`src/rtl/uart_tx_param.sv`:
```
//------------------------------------------------------------------------------
// uart_tx_param
//
// Parametrised UART serial transmitter. Accepts one word per valid/ready
// handshake and shifts it out LSB first as START, DBITS data bits, an
// optional parity bit and STOP_BITS stop bits. Each bit lasts OVERSAMPLE
// pulses of the shared baud generator's sample_tick.
//
// Parameters
//   DBITS        data bits per frame (5..9)
//   OVERSAMPLE   sample_ticks per bit period (4..64)
//   STOP_BITS    stop bits (1 or 2)
//   PARITY_MODE  0 = none, 1 = even, 2 = odd
//
// Optional feature macro
//   UART_TX_PARITY_EN  when defined, PARITY_MODE is honoured and the PARITY
//                      state is reachable. When undefined, no parity logic is
//                      built and DATA always proceeds straight to STOP.
//
// Ports
//   clk_100MHz   in   system clock, rising edge
//   reset        in   asynchronous active-high reset
//   sample_tick  in   one-cycle baud pulse
//   tx_valid     in   source offers tx_data
//   tx_data      in   word to send, captured on acceptance only
//   tx_ready     out  high while idle (word can be accepted)
//   tx_done      out  one-cycle pulse when the last stop tick completes
//   busy         out  high in every state except IDLE
//   tx           out  registered serial line, idles high
//   state_out    out  IDLE=0 START=1 DATA=2 PARITY=3 STOP=4
//------------------------------------------------------------------------------
module uart_tx_param #(
  parameter int DBITS       = 8,
  parameter int OVERSAMPLE  = 16,
  parameter int STOP_BITS   = 1,
  parameter int PARITY_MODE = 0
) (
  input  logic             clk_100MHz,
  input  logic             reset,
  input  logic             sample_tick,
  input  logic             tx_valid,
  input  logic [DBITS-1:0] tx_data,
  output logic             tx_ready,
  output logic             tx_done,
  output logic             busy,
  output logic             tx,
  output logic [2:0]       state_out
);

  localparam int CW = (OVERSAMPLE > 1) ? $clog2(OVERSAMPLE) : 1;
  localparam int BW = (DBITS > 1) ? $clog2(DBITS) : 1;

  localparam logic [CW-1:0] TICK_LAST = CW'(OVERSAMPLE - 1);
  localparam logic [BW-1:0] BIT_LAST  = BW'(DBITS - 1);
  localparam logic          STOP_LAST = 1'(STOP_BITS - 1);

`ifdef UART_TX_PARITY_EN
  localparam bit PAR_ON = (PARITY_MODE != 0);

  // Even parity makes the total count of ones even; odd makes it odd.
  function automatic logic parity_bit(input logic [DBITS-1:0] d);
    return (PARITY_MODE == 2) ? ~^d : ^d;
  endfunction
`else
  // Parity is compiled out; PARITY_MODE is only referenced so the parameter
  // list stays identical between builds.
  localparam bit PAR_ON = 1'b0 & (PARITY_MODE != 0);
`endif

  typedef enum logic [2:0] {
    IDLE   = 3'd0,
    START  = 3'd1,
    DATA   = 3'd2,
    PARITY = 3'd3,
    STOP   = 3'd4
  } state_t;

  state_t             state_q, state_d;
  logic [CW-1:0]      tick_q,  tick_d;
  logic [BW-1:0]      bit_q,   bit_d;
  logic               stop_q,  stop_d;
  logic [DBITS-1:0]   shift_q, shift_d;
  logic               tx_q,    tx_d;
  logic               done_q,  done_d;
`ifdef UART_TX_PARITY_EN
  logic               par_q,   par_d;
`endif

  logic bit_end;

  // A bit period closes on the OVERSAMPLE-th tick since it began.
  assign bit_end = sample_tick && (tick_q == TICK_LAST);

  // State register
  always_ff @(posedge clk_100MHz or posedge reset) begin
    if (reset) begin
      state_q <= IDLE;
      tick_q  <= '0;
      bit_q   <= '0;
      stop_q  <= 1'b0;
      shift_q <= '0;
      tx_q    <= 1'b1;
      done_q  <= 1'b0;
`ifdef UART_TX_PARITY_EN
      par_q   <= 1'b0;
`endif
    end else begin
      state_q <= state_d;
      tick_q  <= tick_d;
      bit_q   <= bit_d;
      stop_q  <= stop_d;
      shift_q <= shift_d;
      tx_q    <= tx_d;
      done_q  <= done_d;
`ifdef UART_TX_PARITY_EN
      par_q   <= par_d;
`endif
    end
  end

  // Next-state and registered-output logic
  always_comb begin
    state_d = state_q;
    tick_d  = tick_q;
    bit_d   = bit_q;
    stop_d  = stop_q;
    shift_d = shift_q;
    done_d  = 1'b0;
    tx_d    = 1'b1;
`ifdef UART_TX_PARITY_EN
    par_d   = par_q;
`endif

    // Ticks only matter while a frame is in flight.
    if (state_q != IDLE && sample_tick) begin
      tick_d = bit_end ? '0 : tick_q + 1'b1;
    end

    case (state_q)
      IDLE: begin
        if (tx_valid) begin
          state_d = START;
          shift_d = tx_data;
          tick_d  = '0;
          bit_d   = '0;
          stop_d  = 1'b0;
`ifdef UART_TX_PARITY_EN
          par_d   = parity_bit(tx_data);
`endif
        end
      end

      START: begin
        if (bit_end) begin
          state_d = DATA;
          bit_d   = '0;
        end
      end

      DATA: begin
        if (bit_end) begin
          shift_d = shift_q >> 1;
          if (bit_q == BIT_LAST) begin
            state_d = PAR_ON ? PARITY : STOP;
            stop_d  = 1'b0;
          end else begin
            bit_d = bit_q + 1'b1;
          end
        end
      end

`ifdef UART_TX_PARITY_EN
      PARITY: begin
        if (bit_end) begin
          state_d = STOP;
          stop_d  = 1'b0;
        end
      end
`endif

      STOP: begin
        if (bit_end) begin
          if (stop_q == STOP_LAST) begin
            state_d = IDLE;
            done_d  = 1'b1;
          end else begin
            stop_d = stop_q + 1'b1;
          end
        end
      end

      default: begin
        state_d = IDLE;
      end
    endcase

    // The line level is decoded from the state being entered so that tx
    // changes on the same edge as the FSM and comes straight from a flop.
    case (state_d)
      START:   tx_d = 1'b0;
      DATA:    tx_d = shift_d[0];
`ifdef UART_TX_PARITY_EN
      PARITY:  tx_d = par_d;
`endif
      default: tx_d = 1'b1;
    endcase
  end

  assign tx        = tx_q;
  assign tx_done   = done_q;
  assign tx_ready  = (state_q == IDLE);
  assign busy      = (state_q != IDLE);
  assign state_out = state_q;

endmodule

```
`config.mk`:
```
export PLATFORM = sky130hd
export DESIGN_NAME = uart_tx_param
export DESIGN_NICKNAME = d
export VERILOG_FILES = /design/src/rtl/uart_tx_param.sv
export SDC_FILE = /design/constraint.sdc
export NUM_CORES = 1
export LEC_CHECK = 0
export ABC_CLOCK_PERIOD_IN_PS = 1500
export BUFFER_PORTS_ARGS = -buffer_cell sky130_fd_sc_hd__buf_2
export CAP_MARGIN = 25
export CORE_MARGIN = 5
export CORE_UTILIZATION = 48
export CTS_BUF_LIST = sky130_fd_sc_hd__clkbuf_8 sky130_fd_sc_hd__clkbuf_16
export CTS_CLUSTER_DIAMETER = 100
export CTS_CLUSTER_SIZE = 20
export DETAILED_ROUTE_END_ITERATION = 10
export GPL_ROUTABILITY_DRIVEN = 0
export HOLD_SLACK_MARGIN = 0.02
export PLACE_DENSITY = 0.73
export SLEW_MARGIN = 20
export SYNTH_ARGS = -nofsm -noshare
export SYNTH_HDL_FRONTEND = slang
export SYNTH_SLANG_ARGS = --single-unit
export TNS_END_PERCENT = 5
```
`constraint.sdc`:
```
create_clock -name clk_100MHz -period 1.5 [get_ports clk_100MHz]
set_input_delay 0.3 -clock clk_100MHz [delete_from_list [all_inputs] [get_ports clk_100MHz]]
set_output_delay 0.3 -clock clk_100MHz [all_outputs]
set_load 0.005 [all_outputs]
```
======== Word level (Yosys, flattened, before mapping) ========
Index checks and enable logic that the tools add are counted.
word-level totals
  input bits .............................. 12
  flip-flop bits (word level) ............. 21
  output and inout bits ................... 7
  logic and storage cells ................. 63
cells by class
  reductions and logical operators ........ 10
  add/sub/neg operators ................... 3
  equal/unequal tests ..................... 13
  multiplexer cells ....................... 29
operator list
  cell                   count
  $mux W3                10
  $mux W4                4
  $mux W8                2
  $pmux W8 S2            1
  $ne A2 B2 Y1 const B   6
  $pmux W3 S4            1
  $reduce_and A5 Y1      2
  $pmux W3 S3            1
  $reduce_bool A3 Y1     3
  $mux W1                8
  $eq A3 B1 Y1 const B   2
  $eq A3 B2 Y1 const B   2
  $eq A3 B3 Y1 const B   2
  $add A4 B1 Y4 const B  1
  $eq A4 B4 Y1 const B   1
  $add A3 B1 Y3 const B  1
  $logic_not A3 Y1       1
  $pmux W1 S3            1
  $reduce_and A3 Y1      1
  $logic_and A1 B1 Y1    2
  $pmux W1 S2            1
  $reduce_bool A2 Y1     1
  $add A1 B1 Y1 const B  1

======== Longest topological paths before layout ========
  word-level depth ........................ 6
  mapped depth ............................ 7
  mapped depth without buffers ............ 5

======== Worst setup path before layout ========
No wires, ideal clock.
  path type ............................... register -> register
  start ................................... register tick_q[0]
  end ..................................... register bit_q[0]
  data required time ...................... 1.372 ns
  buffers on the path ..................... 0
  setup time .............................. 0.128 ns
  period minus slack after synthesis ...... 1.620 ns
  setup slack ............................. -0.120 ns
  cell stages (with the launch flop) ...... 6
  arrival ................................. 1.492 ns
  path through ............................ dfrtp_1 > ha_1 > nand4_1 > nor2_1 > a21oi_1 > mux2_1
between the ends
  longest elaborated chain between the ends .. 4
  elaborated cells on any way between the ends .. 5
  those cells by class .................... 3 x eq/ne; 2 x reduce/logical
RTL lines
  item                           line  RTL
  start, declared                79    logic [CW-1:0] tick_q, tick_d;
  start signal, assigned         109   tick_q <= tick_d;
  $eq A4 B4 Y1 *                 92    assign bit_end = sample_tick && (tick_q == TICK_LAST);
  $logic_and A1 B1 Y1 *          92
  $ne A2 B2 Y1 (no line)         n/a
  $reduce_and A5 Y1 (no line) *  n/a
  end signal, assigned           110   bit_q <= bit_d;
  end, declared                  80    logic [BW-1:0] bit_q, bit_d;
Mark *: on every way between the ends. The rest lies on a longest branch, timed or not.
A chain may end at the register's enable or synchronous reset.

======== Worst setup path after layout ========
  start ................................... register state_q[1] (netlist: state_out[1])
  end ..................................... output port tx_ready
between the ends
  longest elaborated chain between the ends .. 1
RTL lines
  item                    line  RTL
  start, declared         78    state_t state_q, state_d;
  start signal, assigned  108   state_q <= state_d;
  $logic_not A3 Y1        211   assign tx_ready = (state_q == IDLE);
  end, declared           43    output logic tx_ready,
No other way between the ends.

==> flow_summary.toml <==
[synth]
yosys.area.top_type = "dfrtp_1"
ys_types = 34
syn_inst = 99
syn_nets = 114
yosys_register_bits = 20
syn_area_um2 = 1010
synthTopCellsByArea = "dfrtp_1 (47%), nand2_1 (6.7%), a22oi_1 (4.5%)"
ys_warn_count = 0
ys_seq_area_share_pct = 49.8
syn_avg_cell_area_um2 = 10.2
synth_top_area_share_pct = 47.2

[clocking]
tritoncts = "done"
root_buffer = "clkbuf_8"
clock_latency_ns = 0.25
cts_buffer_depth = 2
h-tree-depth = 1
cts_sinks = 20
clkSlewWorstSetupHoldPaths_ns = 0.07
numCtsBuffers = 3

[power]
p_clk_share_pct = 20.1
p_int_w = 0.00120
net-switching-power_w = 0.000537
swShare_pct = 31.0
power_frac_comb_pct = 32.4
ir_worst_vdd_mv = 0.991
seqPwrFrac_pct = 47.6
p_leak_nw = 0.698
power.density_nw_per_um2 = 1240

[floorplan]
die_area_um2 = 3110
initial_core_util_pct = 50.8
coreArea_um2 = 1980
die_width_um = 55.8
die_h_um = 55.8
ios = 19
row_count = 16

[sta]
setup_viol = 4
tightest_slew_ns = 0.304
slew_viol_final = 0
max_freq_mhz = 636
grt_setup_unrepaired = "true"
setup_ws_ns = -0.0733
final-hold-violation-count = 0
period_needed_ns = 1.57
clock_skew_ns = 0.00443
slew_headroom_pct = 79.7
period_share_pct = 105

[detailed_routing]
ant_nets = 0
first_iter_violations = 13
drt_wl_total_mm = 2.43
via_per_inst = 5.29
route.detailed.wl_per_inst_um = 14.3
route.vias.total = 899
dr.pass1.iters = 4
drc = 0

[global_routing]
grt_pass1_wl_mm = 4.33
grt_use_total_pct = 17.4
grt_antenna_before_repair = 0
grt_remaining_overflow = 0
grt_max_degree = 12
grt_pass1_vias = 1004

[cells_and_area]
most-common-layout-cells = "buf_4 (23), nand2_1 (18), buf_2 (17)"
nets = 159
drive_gt1_share_pct = 43.4
final_common_cell = "buf_4"
syn2layout_area_growth_pct = 39.0
final_util_pct = 70.6
n_antenna_cell = 0

[critical_path]
path_class = "flop to output pin"
r2r_setup_slack_ns = -0.04
cp_max_fo = 6
crit_path_start_kind = "flop"
required_ns = 1.20
critPathCaptureType = "output pin"
arrival_ns = 1.27

[placement]
io_buffers = 18
dp_slack_ns = -0.0624
hpwlAfterDp_mm = 1.77

[flow_run]
maxCapViolations = 0

[min_path]
worst_hold_path_type = "primary input to flop"

[outcome]
status = "finished, violations left"
violations = "negative setup slack"
layer usage:
layer	part of all wire (%)	vias to the layer above	GRT usage, %	wire (µm)
li1	-	441	-	-
met1	41	437	19.5	997
met2	54	19	30.1	1300
met3	4.9	2	4.87	119
met4	0.33	0	8.33	8
met5	0	-	0	0
cell type report:
type | count | area, µm²
fillers | 147 | 582
flip-flops and latches | 20 | 505
multi-input cells | 68 | 485
repair buffers | 44 | 302
clock buffers | 3 | 41.3
well taps | 27 | 33.8
inverters | 7 | 28.8
clock inverters | 1 | 3.75
state kept, by name, indices dropped and copies added (netlist names):
| register | flops |
|---|---|
| shift_q | 8 |
| bit_q | 3 |
| tx | 1 |
| state_out | 3 |
| tx_done | 1 |
| tick_q | 4 |
final timing paths:
kind,to,from,cells after the start
setup / recovery,tx_ready,state_out[1],3
hold / removal,shift_q[3],tx_data[3],3
setup reg to reg,tx,state_out[2],6
hold reg to reg,shift_q[3],shift_q[3],2
max in group asynchronous,tx,reset,4
min in group asynchronous,shift_q[2],reset,3
synthesized netlist by cell type:
cell type / instances
a21oi_1: 3
a21oi_2: 1
a221o_1: 1
a22oi_1: 6
a31o_1: 1
a32o_1: 2
a32oi_1: 1
and3_1: 1
and4_1: 1
buf_2: 4
dfrtp_1: 19
dfstp_2: 1
ha_1: 3
inv_1: 6
inv_2: 1
mux2_1: 1
mux2i_1: 2
nand2_1: 18
nand2b_1: 1
nand3_1: 1
nand4_1: 2
nor2_1: 5
nor2_2: 2
nor3_1: 2
nor3b_4: 1
nor4_1: 1
nor4b_4: 1
o21ai_1: 3
o21ba_1: 1
o21bai_1: 1
o31ai_1: 3
or2b_1: 1
or3_1: 1
or3b_1: 1
power groups by stage:
stage,sequential (W),clock (W),combinational (W)
after floorplan,0.000812,0,0.000325
after CTS,0.000822,0.000361,0.000556
final,0.000825,0.000348,0.000562
after detailed placement,0.000844,0,0.000494
after global placement,0.000832,0,0.000478
after global routing,0.000845,0.000393,0.000635
through the flow:
step	power, W	TNS (ns)	instances	hold slack (ns)	cell area [µm²]
6_report	0.00173	-0.228	170	0.254	1400
5_1_grt	0.00187	-0.633	170	0.258	1400
4_1_cts	0.00174	-0.247	170	0.251	1390
3_5_place_dp	0.00134	-0.464	157	0.250	1240
3_3_place_gp	0.00131	-0.181	157	0.238	1240
2_1_floorplan	0.00114	-0.113	99	0.263	1010
worst max-delay path, stage by stage, from the launching register on:
cell and delay (ns):
dfrtp_2 0.44, or3_4 0.43, inv_4 0.07, buf_6 0.08
cell families after synthesis:
kind of cell | after synthesis | synth area share, %
muxes | 3 | 3.11
adders and majority gates | 3 | 3.73
DFF | 20 | 49.8
and+or+nand+nor | 39 | 21.7
AOI/OAI and AO/OA | 23 | 17.0
buffers and inverters | 11 | 4.60
timing repair:
| item | 4_1_cts | 5_1_grt |
|---|---|---|
| hold buffers | 1 | 0 |
| hold endpoints to repair | 6 | 0 |
| gates resized for setup | 9 | 3 |
| pin swaps | 2 | 1 |
| buffers inserted | 8 | 0 |
| setup endpoints to repair | 14 | 9 |
Power figures use the tool's default switching activity.
